**config.mk**
```make
export PLATFORM = sky130hd
export DESIGN_NAME = time_edit_ctrl
export DESIGN_NICKNAME = d
export VERILOG_FILES = /design/src/rtl/clock_pkg.sv /design/src/rtl/digit_step.sv /design/src/rtl/time_edit_ctrl.sv
export SDC_FILE = /design/constraint.sdc
export NUM_CORES = 1
export LEC_CHECK = 0
export ABC_AREA = 1
export CAP_MARGIN = 30
export CORE_MARGIN = 2
export CORE_UTILIZATION = 56
export CTS_CLUSTER_SIZE = 28
export DETAILED_ROUTE_END_ITERATION = 16
export PLACE_DENSITY = 0.83
export SLEW_MARGIN = 40
export SYNTH_ARGS = -nofsm -noshare
export SYNTH_HDL_FRONTEND = slang
export SYNTH_HIERARCHICAL = 1
export SYNTH_SLANG_ARGS = --single-unit
```
**constraint.sdc**
```tcl
create_clock -name clk -period 3.5 [get_ports clk]
set_input_delay 0.7 -clock clk [delete_from_list [all_inputs] [get_ports clk]]
set_output_delay 0.7 -clock clk [all_outputs]
set_load 0.02 [all_outputs]
```
**src/rtl/clock_pkg.sv**
```systemverilog
// clock_pkg: shared encodings and digit limits for the time edit controller
package clock_pkg;
  typedef enum logic [1:0] {RUN, SNAP, EDIT, COMMIT} state_t;
  localparam logic [1:0] DIG_HRL = 2'd0;
  localparam logic [1:0] DIG_HRR = 2'd1;
  localparam logic [1:0] DIG_ML  = 2'd2;
  localparam logic [1:0] DIG_MR  = 2'd3;
  localparam logic [3:0] MAX_HRL    = 4'd2;
  localparam logic [3:0] MAX_HRR    = 4'd9;
  localparam logic [3:0] MAX_HRR_20 = 4'd3;
  localparam logic [3:0] MAX_ML     = 4'd5;
  localparam logic [3:0] MAX_MR     = 4'd9;
endpackage

```
**src/rtl/digit_step.sv**
```systemverilog
// digit_step: wrap-around increment/decrement of one BCD digit within 0..max
module digit_step (
  input  logic [3:0] i_val,
  input  logic [3:0] i_max,
  input  logic       i_up,
  input  logic       i_down,
  output logic [3:0] o_val
);
  always_comb begin
    o_val = i_up   ? ((i_val >= i_max) ? 4'd0 : i_val + 4'd1) :
            i_down ? ((i_val == 4'd0) ? i_max : i_val - 4'd1) : i_val;
  end
endmodule

```
**src/rtl/time_edit_ctrl.sv**
```systemverilog
// time_edit_ctrl: freezes the time counter, edits a shadow HH:MM, commits it back with a load strobe
module time_edit_ctrl
  import clock_pkg::*;
#(
  parameter int BLINK_DIV = 50_000_000
) (
  input  logic       clk,
  input  logic       rst,
  input  logic       edit_sw,
  input  logic       bU,
  input  logic       bD,
  input  logic       bL,
  input  logic       bR,
  input  logic       bC,
  input  logic [1:0] cur_hrL,
  input  logic [3:0] cur_hrR,
  input  logic [2:0] cur_mL,
  input  logic [3:0] cur_mR,
  output logic       run_en,
  output logic       load,
  output logic [1:0] ld_hrL,
  output logic [3:0] ld_hrR,
  output logic [2:0] ld_mL,
  output logic [3:0] ld_mR,
  output logic [1:0] sel,
  output logic       editing,
  output logic       blink
);
  localparam int CW = $clog2(BLINK_DIV);

  state_t          r_state;
  state_t          w_next;
  logic            r_sw_q;
  logic [1:0]      r_hrl;
  logic [3:0]      r_hrr;
  logic [2:0]      r_ml;
  logic [3:0]      r_mr;
  logic [1:0]      r_sel;
  logic [CW-1:0]   r_cnt;
  logic            r_blink;
  logic            w_rise, w_fall, w_commit, w_edit;
  logic            w_left, w_right, w_up, w_down, w_act;
  logic [3:0]      w_cur, w_max, w_step;

  assign w_rise   = edit_sw & ~r_sw_q;
  assign w_fall   = ~edit_sw & r_sw_q;
  assign w_commit = bC | w_fall;
  assign w_edit   = (r_state == EDIT) & ~w_commit;
  // Commit beats digit buttons; among them only the highest-priority one acts.
  assign w_left   = w_edit & bL;
  assign w_right  = w_edit & ~bL & bR;
  assign w_up     = w_edit & ~bL & ~bR & bU;
  assign w_down   = w_edit & ~bL & ~bR & ~bU & bD;
  assign w_act    = w_left | w_right | w_up | w_down;

  always_comb begin
    w_next = (r_state == RUN)  ? (w_rise ? SNAP : RUN) :
             (r_state == SNAP) ? EDIT :
             (r_state == EDIT) ? (w_commit ? COMMIT : EDIT) : RUN;
  end

  always_comb begin
    w_cur = (r_sel == DIG_HRL) ? {2'b00, r_hrl} :
            (r_sel == DIG_HRR) ? r_hrr :
            (r_sel == DIG_ML)  ? {1'b0, r_ml} : r_mr;
    w_max = (r_sel == DIG_HRL) ? MAX_HRL :
            (r_sel == DIG_HRR) ? ((r_hrl == 2'd2) ? MAX_HRR_20 : MAX_HRR) :
            (r_sel == DIG_ML)  ? MAX_ML : MAX_MR;
  end

  digit_step u_step (
    .i_val (w_cur),
    .i_max (w_max),
    .i_up  (w_up),
    .i_down(w_down),
    .o_val (w_step)
  );

  always_ff @(posedge clk) begin
    if (rst) begin
      r_state <= RUN;
      r_sw_q  <= 1'b0;
      r_hrl   <= '0;
      r_hrr   <= '0;
      r_ml    <= '0;
      r_mr    <= '0;
      r_sel   <= DIG_HRL;
      r_cnt   <= '0;
      r_blink <= 1'b0;
    end else begin
      r_state <= w_next;
      r_sw_q  <= edit_sw;
      if (r_state == SNAP) begin
        r_hrl   <= cur_hrL;
        r_hrr   <= cur_hrR;
        r_ml    <= cur_mL;
        r_mr    <= cur_mR;
        r_sel   <= DIG_HRL;
        r_cnt   <= '0;
        r_blink <= 1'b0;
      end else if (w_edit) begin
        if (w_act) begin
          r_cnt   <= '0;
          r_blink <= 1'b0;
        end else if (r_cnt == CW'(BLINK_DIV - 1)) begin
          r_cnt   <= '0;
          r_blink <= ~r_blink;
        end else begin
          r_cnt <= r_cnt + 1'b1;
        end
        if (w_left) r_sel <= r_sel - 2'd1;
        if (w_right) r_sel <= r_sel + 2'd1;
        if ((w_up | w_down) && r_sel == DIG_HRL) begin
          r_hrl <= w_step[1:0];
          // Entering the 20s must pull hours units into 0..3 in the same cycle.
          if (w_step == 4'd2 && r_hrr > MAX_HRR_20) r_hrr <= MAX_HRR_20;
        end
        if ((w_up | w_down) && r_sel == DIG_HRR) r_hrr <= w_step;
        if ((w_up | w_down) && r_sel == DIG_ML) r_ml <= w_step[2:0];
        if ((w_up | w_down) && r_sel == DIG_MR) r_mr <= w_step;
      end
    end
  end

  assign run_en  = (r_state == RUN);
  assign load    = (r_state == COMMIT);
  assign editing = (r_state != RUN);
  assign blink   = r_blink & (r_state == EDIT);
  assign ld_hrL  = r_hrl;
  assign ld_hrR  = r_hrr;
  assign ld_mL   = r_ml;
  assign ld_mR   = r_mr;
  assign sel     = r_sel;
endmodule
```
==> metrics.md <==
| Metric | Value |
|---|---|
| #FFs+latches synth | `45` |
| Die Ht | `just under 80 um` |
| Max Buffers Root-to-Sink | `2` |
| Layout Nets | `573` |
| Worst Hold Depth | `1` |
| Worst Reg-to-Reg Cells | `23` |
| Clock transition at path regs | `~0.08 ns` |
| Worst Path Arrival | `3.32 ns` |
| Remaining DRCs | `0` |
| Via count | `3177` |
| Share of cells above drive strength 1 | `6.134%` |
| Reg-to-reg startpoint | `sel[1]` |
| Netlist cell types | `35` |
| Status | `finished, final reports clean` |
| PD cells | `slightly below 300 nW/um^2` |
| CP max stage delay | `0.38 ns` |
| CP Cell Sequence | `inv_1 -> ha_1 -> inv_2 -> nand3_1 -> o211ai_1 -> o21ai_1 -> inv_1 -> ha_1 -> inv_1 -> nor2_1 -> nand2_1 -> nand2_1 -> nand3_1 -> nand2_1 -> nand2_1 -> inv_1 -> nand4_1 -> a21oi_1 -> inv_1 -> nor2_1 -> nor2_2 -> nor2_1 -> nor2_1` |
| Final wirelength | `between 7000 and 8000 um` |
| Primary FF master, synth | `dfxtp_1` |
| Initial core utilization | `58.61%` |
| Yosys warning count | `6` |
| CTS Sinks | `45` |
| DIE AREA | `6018 sq um` |
| Psw | `259.2 uW` |
| Final ANT Viol Nets | `0` |
| Initial antenna violation count | `0` |
| Sw Ratio | `24.33%` |
| Internal | `806.0 uW` |
| CP max FO | `7` |
| Worst Path Required | `3.69 ns` |
| Diodes inserted | `0` |
| Routed len/inst | `between 10 and 15 um` |
| Kind of cell adding the most delay to the critical path | `simple AND/OR/NAND/NOR gates` |
| Inserted Clock Buffers | `5` |
| Fmax | `319.9 MHz` |
| WL met1 | `3829 um` |
| WL met2 | `3179 um` |
| Max Clock Skew | `between 0.007 and 0.008 ns` |
| Fillers | `458` |
| Top routing layer in use | `met4` |
| Average size of a mapped cell | `6.174 sq um` |
| Cell count after synthesis | `491` |
| H-tree levels | `2` |
| Min Tclk post-route | `3.126 ns` |
| Crit path buf inv count | `6` |
| FF/Latch Area | `902.1 sq um` |
| Critical Path Start Type | `flop` |
| Post-route insts no fill | `about 610` |
| Count of final max-slew check failures | `0` |
| Tot GR Track Use | `25.99%` |
| DR WL met3 | `~440 um` |
| Global-route wire length before repair | `12720 um` |
| Logic pwr share | `12.1%` |
| Final Setup Violations | `0` |
| Die width | `77.58 um` |
| DP HPWL | `5732 um` |
| Clk_lat worst skew | `0.30 ns` |
| IO Pins | `40` |
| Clock share of power | `38.5%` |
| Syn nets | `around 530` |
| Mapped cell area | `3032 sq um` |
| Area occupied by multi-input gates | `1832 sq um` |
| Clock Tree Root | `clkbuf_8` |
| Max-capacitance violation count | `0` |
| Power Total | `1.065 mW` |
| P_leak | `1.539 nW` |
| Final Cycle Share | `between 80% and 90%` |
| Sum Neg Setup Slack | `0 ns` |
| Routability Congestion | `0.9151` |
| Grt total ovfl | `0` |
| Post-DR vias/cell | `approximately 5.2` |
| Row count | `26` |
| RR Endpoint | `ld_hrR[3]` |
| Share of power burned in registers | `49.3%` |
| Sequential share of the synthesized area | `29.72%` |
| Vias in the first global route | `about 2800` |
| Peak VDD IR | `0.3093 mV` |
| Worst path slowest cell | `dfxtp_2` |
| Largest net degree at the start of global routing | `25` |
| Core Box Area | `roughly 5200 sq um` |
| Critical Path Most Common Cell | `inv_1` |
| Min-delay src | `r_sw_q` |
| Placed cell count | `598` |
| Hold Path End | `r_state[0]` |
| Crit path kind | `flop to flop` |
| Initial drt markers | `233` |
| Synthesis-to-layout area growth | `21.05%` |
| CTS tree | `done` |
| Ys async rst share | `0%` |
| RSZ-0062 raised after global routing | `false` |
| PortBufs | `39` |
| Drt pass-1 iters | `5` |
| Final hold viol count | `0` |
| Slew @ Worst Pin | `0.7150 ns` |
| Relative slew slack | `52.33%` |
| Worst min path class | `flop to flop` |
| Post-synth EDFFs | `0` |
| R2R setup slack | `0.37 ns` |
| Worst setup EP type | `flop` |
==> cells by family after synthesis <==
family / after synthesis / synth area share [%]
mux: 1 / 0.3302
compound gates: 65 / 12.38
flops: 45 / 29.72
buf+inv: 83 / 10.61
simple gates: 274 / 38.46
fa+ha+maj: 15 / 6.191
xor+xnor: 8 / 2.311
==> final cells by class <==
| class | instances | area share (%) |
|---|---|---|
| Clock buffer | 7 | 2.353 |
| Clock inverter | 1 | 0.8183 |
| Multi-Input combinational cell | 363 | 49.91 |
| Sequential cell | 45 | 24.58 |
| Tap cell | 70 | 2.387 |
| Timing Repair Buffer | 47 | 12.27 |
| Inverter | 75 | 7.671 |
==> per-layer routing <==
layer | up-vias | global-route usage, %
met4 | 0 | 7.679
met1 | 1420 | 37.20
met5 | - | 0
li1 | 1657 | -
met3 | 10 | 5.116
met2 | 90 | 39.57
==> how the worst max path moves through the flow <==
| stage | start | end | slack (ns) | depth (start not counted) |
|---|---|---|---|---|
| global placement | sel[0] | ld_hrR[2] | 0.34 | 24 |
| CTS | sel[0] | ld_hrR[3] | 0.25 | 24 |
| finish | sel[1] | ld_hrR[3] | 0.37 | 23 |
| global route | sel[1] | ld_hrR[2] | 0.06 | 22 |
| detailed placement | sel[0] | ld_hrR[3] | 0.30 | 24 |
| floorplan | sel[0] | ld_hrR[2] | 0.46 | 25 |
==> power groups by stage <==
stage | Clock (mW) | Combinational, mW | Sequential [mW]
6_report | 0.410 | 0.129 | 0.526
3_3_place_gp | 0 | 0.123 | 0.537
2_1_floorplan | 0 | 0.0639 | 0.541
5_1_grt | 0.436 | 0.143 | 0.526
3_5_place_dp | 0 | 0.125 | 0.537
4_1_cts | 0.418 | 0.126 | 0.525
==> layout by cell type, fill, tap and decap left out, drive strengths merged <==
cell,count
nor2,79
a21boi,2
xor2,4
ha,15
o21bai,1
o22ai,1
clkbuf,7
inv,75
nand3,32
a21oi,34
dfxtp,45
mux2i,1
o21ai,17
clkdlybuf4s50,39
nand3b,2
a211oi,1
o41ai,1
bufinv,1
o31ai,2
buf,8
a31o,1
nor3,16
o211ai,5
xnor2,4
nand2,134
nand4,11
==> registers in the layout, indices dropped and copies added, names as in the netlist, 2 cells and up <==
| register | cells |
|---|---|
| ld_hrR | 4 |
| r_cnt | 26 |
| ld_hrL | 2 |
| sel | 2 |
| r_state | 2 |
| ld_mR | 4 |
| ld_mL | 3 |
==> cells in the mapped netlist (2+ instances only) <==
| master | number | area share (%) |
|---|---|---|
| inv_1 | 74 | 9.2 |
| a21boi_0 | 2 | 0.50 |
| nor3_1 | 15 | 2.5 |
| buf_4 | 2 | 0.50 |
| dfxtp_1 | 45 | 30 |
| clkbuf_1 | 3 | 0.37 |
| ha_1 | 15 | 6.2 |
| nor2_2 | 2 | 0.41 |
| o211ai_1 | 5 | 1.2 |
| nand2_2 | 3 | 0.62 |
| a21oi_1 | 34 | 5.6 |
| nand4_1 | 11 | 2.3 |
| nand3_1 | 30 | 5.0 |
| o21ai_0 | 16 | 2.6 |
| xor2_1 | 4 | 1.2 |
| nand3b_1 | 2 | 0.50 |
| xnor2_1 | 4 | 1.2 |
| buf_2 | 2 | 0.33 |
| nor2_1 | 76 | 9.4 |
| nand2_1 | 131 | 16 |
==> stage by stage <==
| step | util (%) | hold WS [ns] | setup WS [ns] | cell area (sq um) |
|---|---|---|---|---|
| after floorplan | - | 0.4239 | 0.4644 | 3032 |
| after global routing | 70.95 | 0.4737 | 0.06003 | 3670 |
| final | 70.95 | 0.4557 | 0.3736 | 3670 |
| after CTS | 70.20 | 0.4462 | 0.2451 | 3631 |
| after global placement | 67.95 | 0.4336 | 0.3354 | 3515 |
| after detailed placement | 67.95 | 0.4358 | 0.2957 | 3515 |
==> what timing repair did <==
action | CTS | global route
endpoints found under the hold margin | 0 | 0
resized for setup | 0 | 9
buffers inserted | 0 | 2
hold buffers | 0 | 0
endpoints found under the setup margin | 0 | 4
Note: power is estimated with default switching activity, not from simulation.
